### src/rtl/adc_seq_pkg.sv
// rtl/adc_seq_pkg.sv - shared types and widths for the ADC scan sequencer
package adc_seq_pkg;

    localparam int CH_W   = 5;
    localparam int DATA_W = 12;
    localparam int MAX_CH = 8;
    localparam int IDX_W  = $clog2(MAX_CH);

    typedef enum logic [1:0] {
        IDLE,
        WAIT_TICK,
        ISSUE,
        WAIT_RSP
    } state_t;

endpackage

### src/rtl/adc_seq_timer.sv
// rtl/adc_seq_timer.sv - scan-start tick generator, one pulse every SAMPLE_DIV cycles while run is high
module adc_seq_timer #(
    parameter int SAMPLE_DIV = 1000
) (
    input  logic clk,
    input  logic rst,
    input  logic run,
    output logic tick
);

    localparam int CNT_W = $clog2(SAMPLE_DIV);
    localparam logic [CNT_W-1:0] RELOAD = CNT_W'(SAMPLE_DIV - 1);

    logic [CNT_W-1:0] cnt;

    // Dropping run reloads the count so a restart always waits a full period.
    always_ff @(posedge clk or posedge rst) begin
        if (rst) begin
            cnt <= RELOAD;
        end else if (!run || cnt == '0) begin
            cnt <= RELOAD;
        end else begin
            cnt <= cnt - 1'b1;
        end
    end

    assign tick = run && (cnt == '0);

endmodule

### src/rtl/adc_seq_ctrl.sv
// rtl/adc_seq_ctrl.sv - periodic ADC channel scan sequencer with sample buffer and sticky error flags
module adc_seq_ctrl
    import adc_seq_pkg::*;
#(
    parameter int NUM_CH     = 4,
    parameter int SAMPLE_DIV = 1000
) (
    input  logic                     clk,
    input  logic                     rst,
    input  logic                     enable,
    input  logic                     pll_locked,
    input  logic                     clr_flags,
    input  logic [NUM_CH*CH_W-1:0]   ch_list,
    output logic                     cmd_valid,
    output logic [CH_W-1:0]          cmd_channel,
    output logic                     cmd_sop,
    output logic                     cmd_eop,
    input  logic                     cmd_ready,
    input  logic                     rsp_valid,
    input  logic [CH_W-1:0]          rsp_channel,
    input  logic [DATA_W-1:0]        rsp_data,
    input  logic                     rsp_sop,
    input  logic                     rsp_eop,
    output logic                     smp_valid,
    output logic [CH_W-1:0]          smp_channel,
    output logic [DATA_W-1:0]        smp_data,
    output logic                     smp_last,
    input  logic                     smp_ready,
    output logic                     err_overrun,
    output logic                     err_mismatch,
    output logic                     err_missed_tick
);

    localparam logic [IDX_W-1:0] LAST_IDX = IDX_W'(NUM_CH - 1);

    state_t           state, state_next;
    logic [IDX_W-1:0] index, index_next;
    logic             run, tick, stop_req, busy;
    logic             rsp_take, smp_load;
    logic [CH_W-1:0]  ch_sel;
    logic             unused_rsp_marks;

    assign run      = enable && pll_locked;
    assign busy     = (state == ISSUE) || (state == WAIT_RSP);
    assign rsp_take = rsp_valid && (state == WAIT_RSP);
    assign smp_load = rsp_take && (!smp_valid || smp_ready);

    // Framing marks on the response side carry nothing beyond the index we already track.
    assign unused_rsp_marks = rsp_sop ^ rsp_eop;

    adc_seq_timer #(
        .SAMPLE_DIV (SAMPLE_DIV)
    ) u_timer (
        .clk  (clk),
        .rst  (rst),
        .run  (run),
        .tick (tick)
    );

    // stop_req remembers a stop seen mid-transaction so the scan ends after the in-flight response.
    always_ff @(posedge clk or posedge rst) begin
        if (rst) begin
            state    <= IDLE;
            index    <= '0;
            stop_req <= 1'b0;
        end else begin
            state <= state_next;
            index <= index_next;
            if (state_next == IDLE) begin
                stop_req <= 1'b0;
            end else if (!run && busy) begin
                stop_req <= 1'b1;
            end
        end
    end

    always_comb begin
        state_next = state;
        index_next = index;
        case (state)
            IDLE: begin
                if (run) begin
                    state_next = WAIT_TICK;
                end
            end
            WAIT_TICK: begin
                if (!run) begin
                    state_next = IDLE;
                end else if (tick) begin
                    state_next = ISSUE;
                    index_next = '0;
                end
            end
            ISSUE: begin
                if (cmd_ready) begin
                    state_next = WAIT_RSP;
                end
            end
            WAIT_RSP: begin
                if (rsp_valid) begin
                    if (stop_req || !run) begin
                        state_next = IDLE;
                        index_next = '0;
                    end else if (index == LAST_IDX) begin
                        state_next = WAIT_TICK;
                        index_next = '0;
                    end else begin
                        state_next = ISSUE;
                        index_next = index + 1'b1;
                    end
                end
            end
            default: begin
                state_next = IDLE;
                index_next = '0;
            end
        endcase
    end

    always_comb begin
        cmd_valid = (state == ISSUE);
        cmd_sop   = (state == ISSUE) && (index == '0);
        cmd_eop   = (state == ISSUE) && (index == LAST_IDX);
    end

    always_comb begin
        ch_sel = '0;
        for (int i = 0; i < NUM_CH; i++) begin
            if (index_next == IDX_W'(i)) begin
                ch_sel = ch_list[i*CH_W +: CH_W];
            end
        end
    end

    // The channel is captured on entry to ISSUE so it stays put even if ch_list moves.
    always_ff @(posedge clk or posedge rst) begin
        if (rst) begin
            cmd_channel <= '0;
        end else if (state_next == ISSUE && state != ISSUE) begin
            cmd_channel <= ch_sel;
        end
    end

    always_ff @(posedge clk or posedge rst) begin
        if (rst) begin
            smp_valid   <= 1'b0;
            smp_channel <= '0;
            smp_data    <= '0;
            smp_last    <= 1'b0;
        end else if (smp_load) begin
            smp_valid   <= 1'b1;
            smp_channel <= rsp_channel;
            smp_data    <= rsp_data;
            smp_last    <= (index == LAST_IDX);
        end else if (smp_valid && smp_ready) begin
            smp_valid   <= 1'b0;
        end
    end

    always_ff @(posedge clk or posedge rst) begin
        if (rst) begin
            err_overrun     <= 1'b0;
            err_mismatch    <= 1'b0;
            err_missed_tick <= 1'b0;
        end else begin
            if (rsp_take && smp_valid && !smp_ready) begin
                err_overrun <= 1'b1;
            end else if (clr_flags) begin
                err_overrun <= 1'b0;
            end
            if (rsp_take && (rsp_channel != cmd_channel)) begin
                err_mismatch <= 1'b1;
            end else if (clr_flags) begin
                err_mismatch <= 1'b0;
            end
            if (tick && busy) begin
                err_missed_tick <= 1'b1;
            end else if (clr_flags) begin
                err_missed_tick <= 1'b0;
            end
        end
    end

endmodule
### config.mk
export PLATFORM = sky130hd
export DESIGN_NAME = adc_seq_ctrl
export DESIGN_NICKNAME = d
export VERILOG_FILES = /design/src/rtl/adc_seq_pkg.sv /design/src/rtl/adc_seq_timer.sv /design/src/rtl/adc_seq_ctrl.sv
export SDC_FILE = /design/constraint.sdc
export NUM_CORES = 1
export LEC_CHECK = 0
export ABC_AREA = 0
export BUFFER_PORTS_ARGS = -buffer_cell sky130_fd_sc_hd__buf_2
export CORE_MARGIN = 2
export CORE_UTILIZATION = 45
export CTS_CLUSTER_DIAMETER = 200
export DETAILED_ROUTE_END_ITERATION = 7
export GPL_TIMING_DRIVEN = 0
export PLACE_DENSITY_LB_ADDON = 0.1
export SETUP_SLACK_MARGIN = 0.4
export SLEW_MARGIN = 20
export SYNTH_ARGS = -nofsm -noshare
export SYNTH_HDL_FRONTEND = slang
export SYNTH_SLANG_ARGS = --single-unit
### constraint.sdc
create_clock -name clk -period 2.42 [get_ports clk]
set_clock_uncertainty 0.15 [all_clocks]
set_input_delay 0.121 -clock clk [delete_from_list [all_inputs] [get_ports clk]]
set_output_delay 0.121 -clock clk [all_outputs]
set_load 0.05 [all_outputs]
# Yosys cells after proc, flatten, opt, wreduce, memory -nomap -nowiden
# Index checks and enable logic that the tools add are counted.
[word_totals]
in_bits = 47
out_inout_bits = 30
word_cells = 81
reg_bits = 43
[op_classes]
addsub = 2
reduce_logical = 30
mux = 27
n_eq_ne = 10
[ops]
columns = ["op", "count"]
rows = [
  ["$mux 5", 4],
  ["$mux 3", 5],
  ["$mux 2", 7],
  ["$logic_and 1x1->1", 13],
  ["$logic_not 10->1", 1],
  ["$mux 10", 1],
  ["$reduce_bool 2->1", 5],
  ["$sub 10x1->10 const B", 1],
  ["$eq 3x2->1 const B", 3],
  ["$mux 1", 8],
  ["$pmux 2 s4", 1],
  ["$eq 2x2->1 const B", 3],
  ["$logic_not 3->1", 2],
  ["$pmux 3 s2", 1],
  ["$ne 5x5->1", 1],
  ["$logic_not 2->1", 2],
  ["$logic_or 1x1->1", 4],
  ["$add 3x1->3 const B", 1],
  ["$eq 3x1->1 const B", 1],
  ["$logic_not 1->1", 3],
  ["$eq 2x1->1 const B", 1],
  ["$ne 2x2->1 const B", 1],
]

# Logic depth before layout (Yosys ltp)
# Gate-level depths: netlist of run 1.
[depth]
depth_word = 11
depth_mapped = 8
depth_no_buf = 8

# Hierarchy
# A second synthesis of run 1 with hierarchy kept.
[hier_totals]
cells_unflattened = 201
hier_area_um2 = 2293.4
[modules_own_cells]
columns = ["module", "cells_per_inst", "area_per_inst_um2", "n_inst", "seq_area_each_um2"]
rows = [
  ["adc_seq_ctrl", 149, 1779.2, 1, 825.8],
  ["adc_seq_timer", 52, 514.2, 1, 260.2],
]

# Least setup slack after synthesis of run 1
# OpenSTA, ideal clock, no wires.
[synth_timing]
path_type = "reg-to-output"
startpoint = "register state[0]"
endpoint = "output port cmd_sop"
stages_incl_launch_ff = 3
setup_slack_ns = -0.099
n_path_buf = 1
arrival_ns = 2.248
path_cell_list = "dfrtp_1 clkbuf_1 nor4b_1"
[synth_via]
elab_chain_len = 2
[synth_lines]
columns = ["element", "line", "rtl"]
rows = [
  ["from (decl)", "adc_seq_ctrl.sv:36", "state_t state, state_next;"],
  ["from (signal assigned)", "adc_seq_ctrl.sv:67", "state <= state_next;"],
  ["$eq 2x2->1", "adc_seq_ctrl.sv:122", "cmd_sop = (state == ISSUE) && (index == '0);"],
  ["$logic_and 1x1->1", "adc_seq_ctrl.sv:122", ""],
  ["to (decl)", "adc_seq_ctrl.sv:16", "output logic cmd_sop,"],
]
# Every way passes these cells.

# Worst setup path in the final report of run 1
[layout_timing]
startpoint = "register u_timer.cnt[8]"
endpoint = "register cmd_channel[1]"
[layout_via]
elab_chain_len = 10
[layout_lines]
columns = ["element", "line", "rtl"]
rows = [
  ["from (decl)", "adc_seq_timer.sv:14", "logic [CNT_W-1:0] cnt;"],
  ["from (signal assigned)", "adc_seq_timer.sv:23", "cnt <= cnt - 1'b1;"],
  ["$logic_not 10->1 (*)", "adc_seq_timer.sv:27", "assign tick = run && (cnt == '0);"],
  ["$logic_and 1x1->1 (*)", "adc_seq_timer.sv:27", ""],
  ["$mux 3 (*)", "adc_seq_ctrl.sv:89", "end else if (tick) begin"],
  ["$mux 3 (*)", "adc_seq_ctrl.sv:87", "if (!run) begin"],
  ["$pmux 3 s2 (*)", "adc_seq_ctrl.sv:80", "case (state)"],
  ["via index_next[1]", "adc_seq_ctrl.sv:37", "logic [IDX_W-1:0] index, index_next;"],
  ["$logic_not 3->1", "adc_seq_ctrl.sv:129", "if (index_next == IDX_W'(i)) begin"],
  ["$mux 5 (3 in a row)", "adc_seq_ctrl.sv:129", ""],
  ["$mux 5 (*)", "adc_seq_ctrl.sv:129", ""],
  ["to (signal assigned)", "adc_seq_ctrl.sv:140", "cmd_channel <= ch_sel;"],
  ["to (decl)", "adc_seq_ctrl.sv:15", "output logic [CH_W-1:0] cmd_channel,"],
]
# Mark *: on every way through the listed nets, which the timed path passes. The rest lies on a longest branch.
# A chain may end at the register's enable or synchronous reset.

==> results of run 1 <==
==> cells in the mapped netlist (3+ instances only) <==
| master | instances | area (sq um) |
|---|---|---|
| nor3_1 | 6 | 30.0 |
| o211ai_1 | 5 | 37.5 |
| nor2_1 | 4 | 15.0 |
| a21oi_1 | 7 | 35.0 |
| mux2_2 | 18 | 203 |
| mux2i_1 | 3 | 30.0 |
| inv_1 | 17 | 63.8 |
| nor4_1 | 3 | 18.8 |
| o2111ai_1 | 3 | 26.3 |
| xnor2_1 | 6 | 52.6 |
| nor2b_1 | 6 | 37.5 |
| dfstp_2 | 8 | 210 |
| o31ai_1 | 5 | 37.5 |
| o22ai_1 | 3 | 18.8 |
| nand2_1 | 19 | 71.3 |
| or3_2 | 3 | 22.5 |
| dfrtp_1 | 35 | 876 |
| nand3_1 | 3 | 15.0 |
| clkbuf_1 | 4 | 15.0 |
| o21ai_0 | 4 | 20.0 |
| xor2_1 | 3 | 26.3 |
| ha_1 | 4 | 50.1 |
| nand2b_1 | 3 | 18.8 |
| o31a_1 | 3 | 26.3 |
==> metal layers <==
metal  up-vias  track usage  wire length, microns
met5         -            0                     0
met4         0       0.0774                    80
met3         9       0.0469                   202
met2        48        0.358                  2750
met1       949        0.264                  2460
li1        969            -                     -
==> worst max-delay path by stage <==
stage                         startpoint              to  slack, ps
final                     u_timer.cnt[8]  cmd_channel[1]         -3
after global placement    u_timer.cnt[5]  cmd_channel[1]        -30
after floorplan           u_timer.cnt[5]  cmd_channel[1]         90
after CTS                 u_timer.cnt[5]  cmd_channel[1]       -0.9
after detailed placement  u_timer.cnt[5]  cmd_channel[1]        -30
after global routing      u_timer.cnt[8]  cmd_channel[1]        -60
==> worst max-delay path, cell delays in order, from the launching register on <==
cell	delay (ps)
dfstp_2	390
or4_4	560
o31a_1	320
or3_4	360
buf_8	160
a2111oi_4	300
a31oi_1	70
==> registers in the layout, summed over array words and instances, names as in the netlist, 2 cells and up <==
register and cells:
state 2, smp_data 12, cmd_channel 5, smp_channel 5
index 3, u_timer.cnt 10
==> power by group through the flow <==
stage	combinational [W]	clock [W]	sequential (W)
global placement	0.0000910	0	0.000739
finish	0.000128	0.000472	0.000726
global route	0.000143	0.000506	0.000726
detailed placement	0.0000961	0	0.000739
CTS	0.000126	0.000479	0.000725
floorplan	0.0000431	0	0.000738
==> layout make-up <==
| cell class | instances | area [sq um] |
|---|---|---|
| sequential | 43 | 1090 |
| buffer | 6 | 50.0 |
| tap | 67 | 83.8 |
| timing repair buffer | 104 | 672 |
| fill | 399 | 1610 |
| clock inverter | 3 | 23.8 |
| multi-input combinational | 140 | 1130 |
| clock buffer | 5 | 68.8 |
| inverter | 17 | 63.8 |
==> through the flow <==
stage | worst slack, ps | cell area (sq um)
after CTS | -0.929 | 3110
after global placement | -25.6 | 2720
after global routing | -55.9 | 3180
after detailed placement | -30.1 | 2740
after floorplan | 88.3 | 2260
final | -3.48 | 3180
==> timing repair <==
item                                    4_1_cts  5_1_grt
hold buffers                                 24        0
gates resized for setup                       4       13
endpoints found under the setup margin        9       21
pin swaps                                     3        7
setup buffers                                 2        3
gates cloned                                  0        0
hold endpoints to repair                     57        0
==> logic make-up after synthesis <==
kind of cell / share of synthesized area
AOI/OAI and AO/OA: 0.148
xor gates and xnor gates: 0.0350
adders and majority gates: 0.0222
buffers and inverters: 0.0461
DFF: 0.482
muxes: 0.103
and+or+nand+nor: 0.163
==> results.ini, run 1 <==
[global_route]
grt_max_degree=26
grt_pass1_vias=1990
grt_pass1_wl_mm=8.86
grt_overflow=0
antenna_found_initial=0
grtUsageTotal=0.211

[placement]
dp_hpwl_mm=3.90
numPortBuffers=74
placedCellCount=348
gp_congestion=0.828

[clocking]
cts.clk_slew.worst_paths_ps=90
htreeDepth=2
cts_sinks=43
clk_latency_ps=310
cts_inserted_buffers=5
clk_path_buf_depth=2
cts_tree=yes
cts_root_buf=clkbuf_8

[pwr]
p_sw_frac=0.248
powerDensity_nw_per_um2=418
vdd_drop_max_mv=0.278
p_int_w=0.000997
p_seq_frac=0.547
p_comb_frac=0.097
p_leak_nw=1.56
clockPowerShare=0.356
totalPowerFinal_w=0.00133
p_switching_w=0.000329

[timing]
fmax_ghz=0.413
finalSetupViolCount=1
slew_violations=0
finalHoldWorstSlack_ps=6.50
tns_ps=-3.48
setup_slack_ps=-3.48
period_needed_ps=2420
period_share=1.00
rsz0062_at_grt=true
tightest_slew_ps=580
finalHoldViolations=0
slew-limit-headroom=0.611

[min_path]
worstHoldStart=ch_list[9]
min_to=cmd_channel[4]
min_path_type=in2reg
holdPathStages=3

[route]
wl_mm=5.50
wire_per_inst_microns=14.3
drcViolationCount=0
drt_first_pass_iters=4
drtIter0Drc=62
viasPerCell=5.13
antenna_left=0
vias=1975

[layout]
area_growth_syn_to_layout_pct=41.0
diodes=0
final_util=0.664
final_cell_mix=buf_2 (74), dfrtp_1 (35), dlygate4sd3_1 (24), mux2_2 (18), nand2_1 (18)
final_common_cell=buf_2
drive_gt1_frac=0.443
fin_cells=385
final_nets=368

[worst_setup_path]
end_kind=flip-flop
cp_max_fo=10
reg2reg_depth=6
arrival_ps=2460
r2r-start=u_timer.cnt[8]
r2r_end=cmd_channel[1]
rrSetupSlack_ps=-3
worst-setup-path-type=reg2reg
start_kind=flip-flop
crit_required_ps=2450

[yosys]
ys_warn_count=0
synthCells=206
synthDistinctLibCells=51
syn_area_sq_um=2250
synthesis.nets=257
synth-seq-cells=43
synthFlopType=dfrtp_1
yosysSeqAreaShare=0.482
synth_edf_count=0
syn_avg_cell_area_sq_um=10.9
async_reset_ff_frac=1.00

[floorplanning]
ios=77
initial_utilization=0.471
dieArea_sq_um=5590
core_sq_um=4790
die_w_microns=74.7
rows=25
dieHeight_microns=74.7

[run_status]
status=finished with violations
violations=negative setup slack

[job]
maxCapViolations=0

Note: power is estimated with default switching activity, not from simulation.
==> inputs of run 2 (changes only) <==
Settings changed: CORE_ASPECT_RATIO set to 0.75.
==> run 2 against run 1 <==
Utilization increased by 0.67 points; clock-buffer cell count unchanged; total power rose by 7.6%; wire length is 6.1% higher; via count is 0.46% higher; design area is 2.2% higher; worst hold slack improved by 1.2 ps; critical endpoint unchanged; sequential share of layout area down 0.75 points; largest power group unchanged; sequential power barely moved; flip-flop and latch count is the same; the run still ends with negative setup slack left; combinational power up 5%.
==> results.ini, run 2 (synthesis gave the netlist of run 1 again) <==
[run_status]
status=finished with violations
violations=negative setup slack

[layout]
final_cell_mix=buf_2 (74), dfrtp_1 (35), dlygate4sd3_1 (26), nand2_1 (19), mux2_2 (18)
top_regs=smp_data: 12 flops, u_timer.cnt: 10 flops
finish.instance_area_sq_um=3250
area_growth_syn_to_layout_pct=44.2
final_common_cell=buf_2
regMostFlops=smp_data
largest_reg_flops=12
drive_gt1_frac=0.441
final_nets=374
diodes=0

[floorplanning]
core_sq_um=4840
rows=22
dieHeight_microns=65.3
ios=77
die_w_microns=85.7
initial_utilization=0.465
dieArea_sq_um=5590

[min_path]
holdPathStages=3
worstHoldStart=ch_list[19]
min_path_type=in2reg
min_to=cmd_channel[4]

[timing]
fmax_ghz=0.408
slew-limit-headroom=0.627
finalHoldWorstSlack_ps=7.74
period_needed_ps=2450
rsz0062_at_grt=true
period_share=1.01
setup_slack_ps=-29.4
slew_violations=0
finalHoldViolations=0
tightest_slew_ps=552
finalSetupViolCount=3

[route]
viasPerCell=5.17
antenna_left=0
drtIter0Drc=85
drt_first_pass_iters=4
wl_mm=5.84
vias=1984
drcViolationCount=0
wire_per_inst_microns=15.2

[global_route]
grt_overflow=0
grt_max_degree=33
grtUsageTotal=0.218
grt_pass1_vias=1962
antenna_found_initial=0
grt_pass1_wl_mm=9.60

[worst_setup_path]
start_kind=flip-flop
slowest_stage=or4_4
worst-setup-path-type=reg2reg
end_kind=flip-flop
rrSetupSlack_ps=-30
arrival_ps=2480
r2r-start=u_timer.cnt[5]
slowest_delay_ps=560
cp_max_fo=9
crit_required_ps=2450
crit_chain=or4_4, o31a_1, or3_4, buf_8, a2111oi_4, a31oi_1
crit_family=simple AND/OR/NAND/NOR gates
crit_buf_inv=1
r2r_end=cmd_channel[1]
reg2reg_depth=6

[clocking]
htreeDepth=2
clk_path_buf_depth=2
cts_inserted_buffers=5
cts_sinks=43
cts_root_buf=clkbuf_8
clk_latency_ps=300
cts_tree=yes
cts.clk_slew.worst_paths_ps=90

[pwr]
p_switching_w=0.000324
powerDensity_nw_per_um2=439
clockPowerShare=0.397
p_leak_nw=1.60
p_seq_frac=0.509
p_int_w=0.00110
vdd_drop_max_mv=0.254
p_sw_frac=0.227
p_comb_frac=0.095

[placement]
gp_congestion=0.779
dpl_cell_area_sq_um=2730
dp_hpwl_mm=3.90
numPortBuffers=74

[job]
maxCapViolations=0

run 2: cell types whose count changed in the layout (fill, tap and decap cells not counted), sizes merged:
cell / previous run / this run
buf: 81 / 85
clkinvlp: 2 / 0
inv: 18 / 17
dlygate4sd3: 24 / 26
clkinv: 0 / 2
bufinv: 0 / 1
run 2: routing by layer:
layer / global-route usage / vias up / part of all wire
met5: 0 / - / 0
met1: 0.324 / 926 / 0.50
met2: 0.330 / 66 / 0.44
li1: - / 981 / -
met3: 0.0389 / 11 / 0.053
met4: 0.0575 / 0 / 0.015
run 2: worst max-delay path by stage:
| stage | startpoint | to | slack [ps] | cells past startpoint |
|---|---|---|---|---|
| after global placement | u_timer.cnt[5] | cmd_channel[1] | -20 | 6 |
| after CTS | u_timer.cnt[5] | cmd_channel[1] | -50 | 6 |
| after detailed placement | u_timer.cnt[5] | cmd_channel[3] | -60 | 6 |
| final | u_timer.cnt[5] | cmd_channel[1] | -30 | 6 |
| after floorplan | u_timer.cnt[5] | cmd_channel[1] | 90 | 6 |
| after global routing | u_timer.cnt[5] | cmd_channel[2] | -70 | 7 |
run 2: area by class of cell:
| cell class | count | area (sq um) |
|---|---|---|
| buffer | 6 | 50.0 |
| clock buffer | 5 | 68.8 |
| clock inverter | 3 | 43.8 |
| fill | 387 | 1600 |
| inverter | 17 | 63.8 |
| multi-input combinational | 140 | 1130 |
| sequential | 43 | 1090 |
| tap | 60 | 75.1 |
| timing repair buffer | 110 | 731 |
run 2: power groups by stage:
stage	Combinational, W	Clock (W)	Sequential (W)
global route	0.000151	0.000621	0.000727
finish	0.000135	0.000566	0.000726
detailed placement	0.0000968	0	0.000739
global placement	0.0000912	0	0.000739
CTS	0.000130	0.000580	0.000725
floorplan	0.0000431	0	0.000738
run 2: tightest hold or removal path: cells and delay by family:
| family | cells | cell delay (ps) |
|---|---|---|
| AO/OA/AOI/OAI | 1 | 150 |
| buffers and inverters | 1 | 80 |
| multiplexers | 1 | 60 |
run 2: what timing repair did:
item | CTS | global route
hold buffers | 26 | 0
pin swaps | 3 | 2
setup buffers | 2 | 7
resized for setup | 3 | 11
endpoints found under the hold margin | 66 | 0
endpoints found under the setup margin | 9 | 23
cloned | 0 | 0
run 2: per-stage QoR:
stage                util  TNS, ps  setup WS, ps  total power [W]  cells
finish              0.670    -62.5         -29.4          0.00143    384
global route        0.670     -270         -72.2          0.00150    384
CTS                 0.650     -127         -49.1          0.00144    377
detailed placement  0.564    -96.3         -61.1         0.000836    341
global placement    0.559    -35.3         -22.2         0.000830    340
floorplan               -        0          88.3         0.000782    206
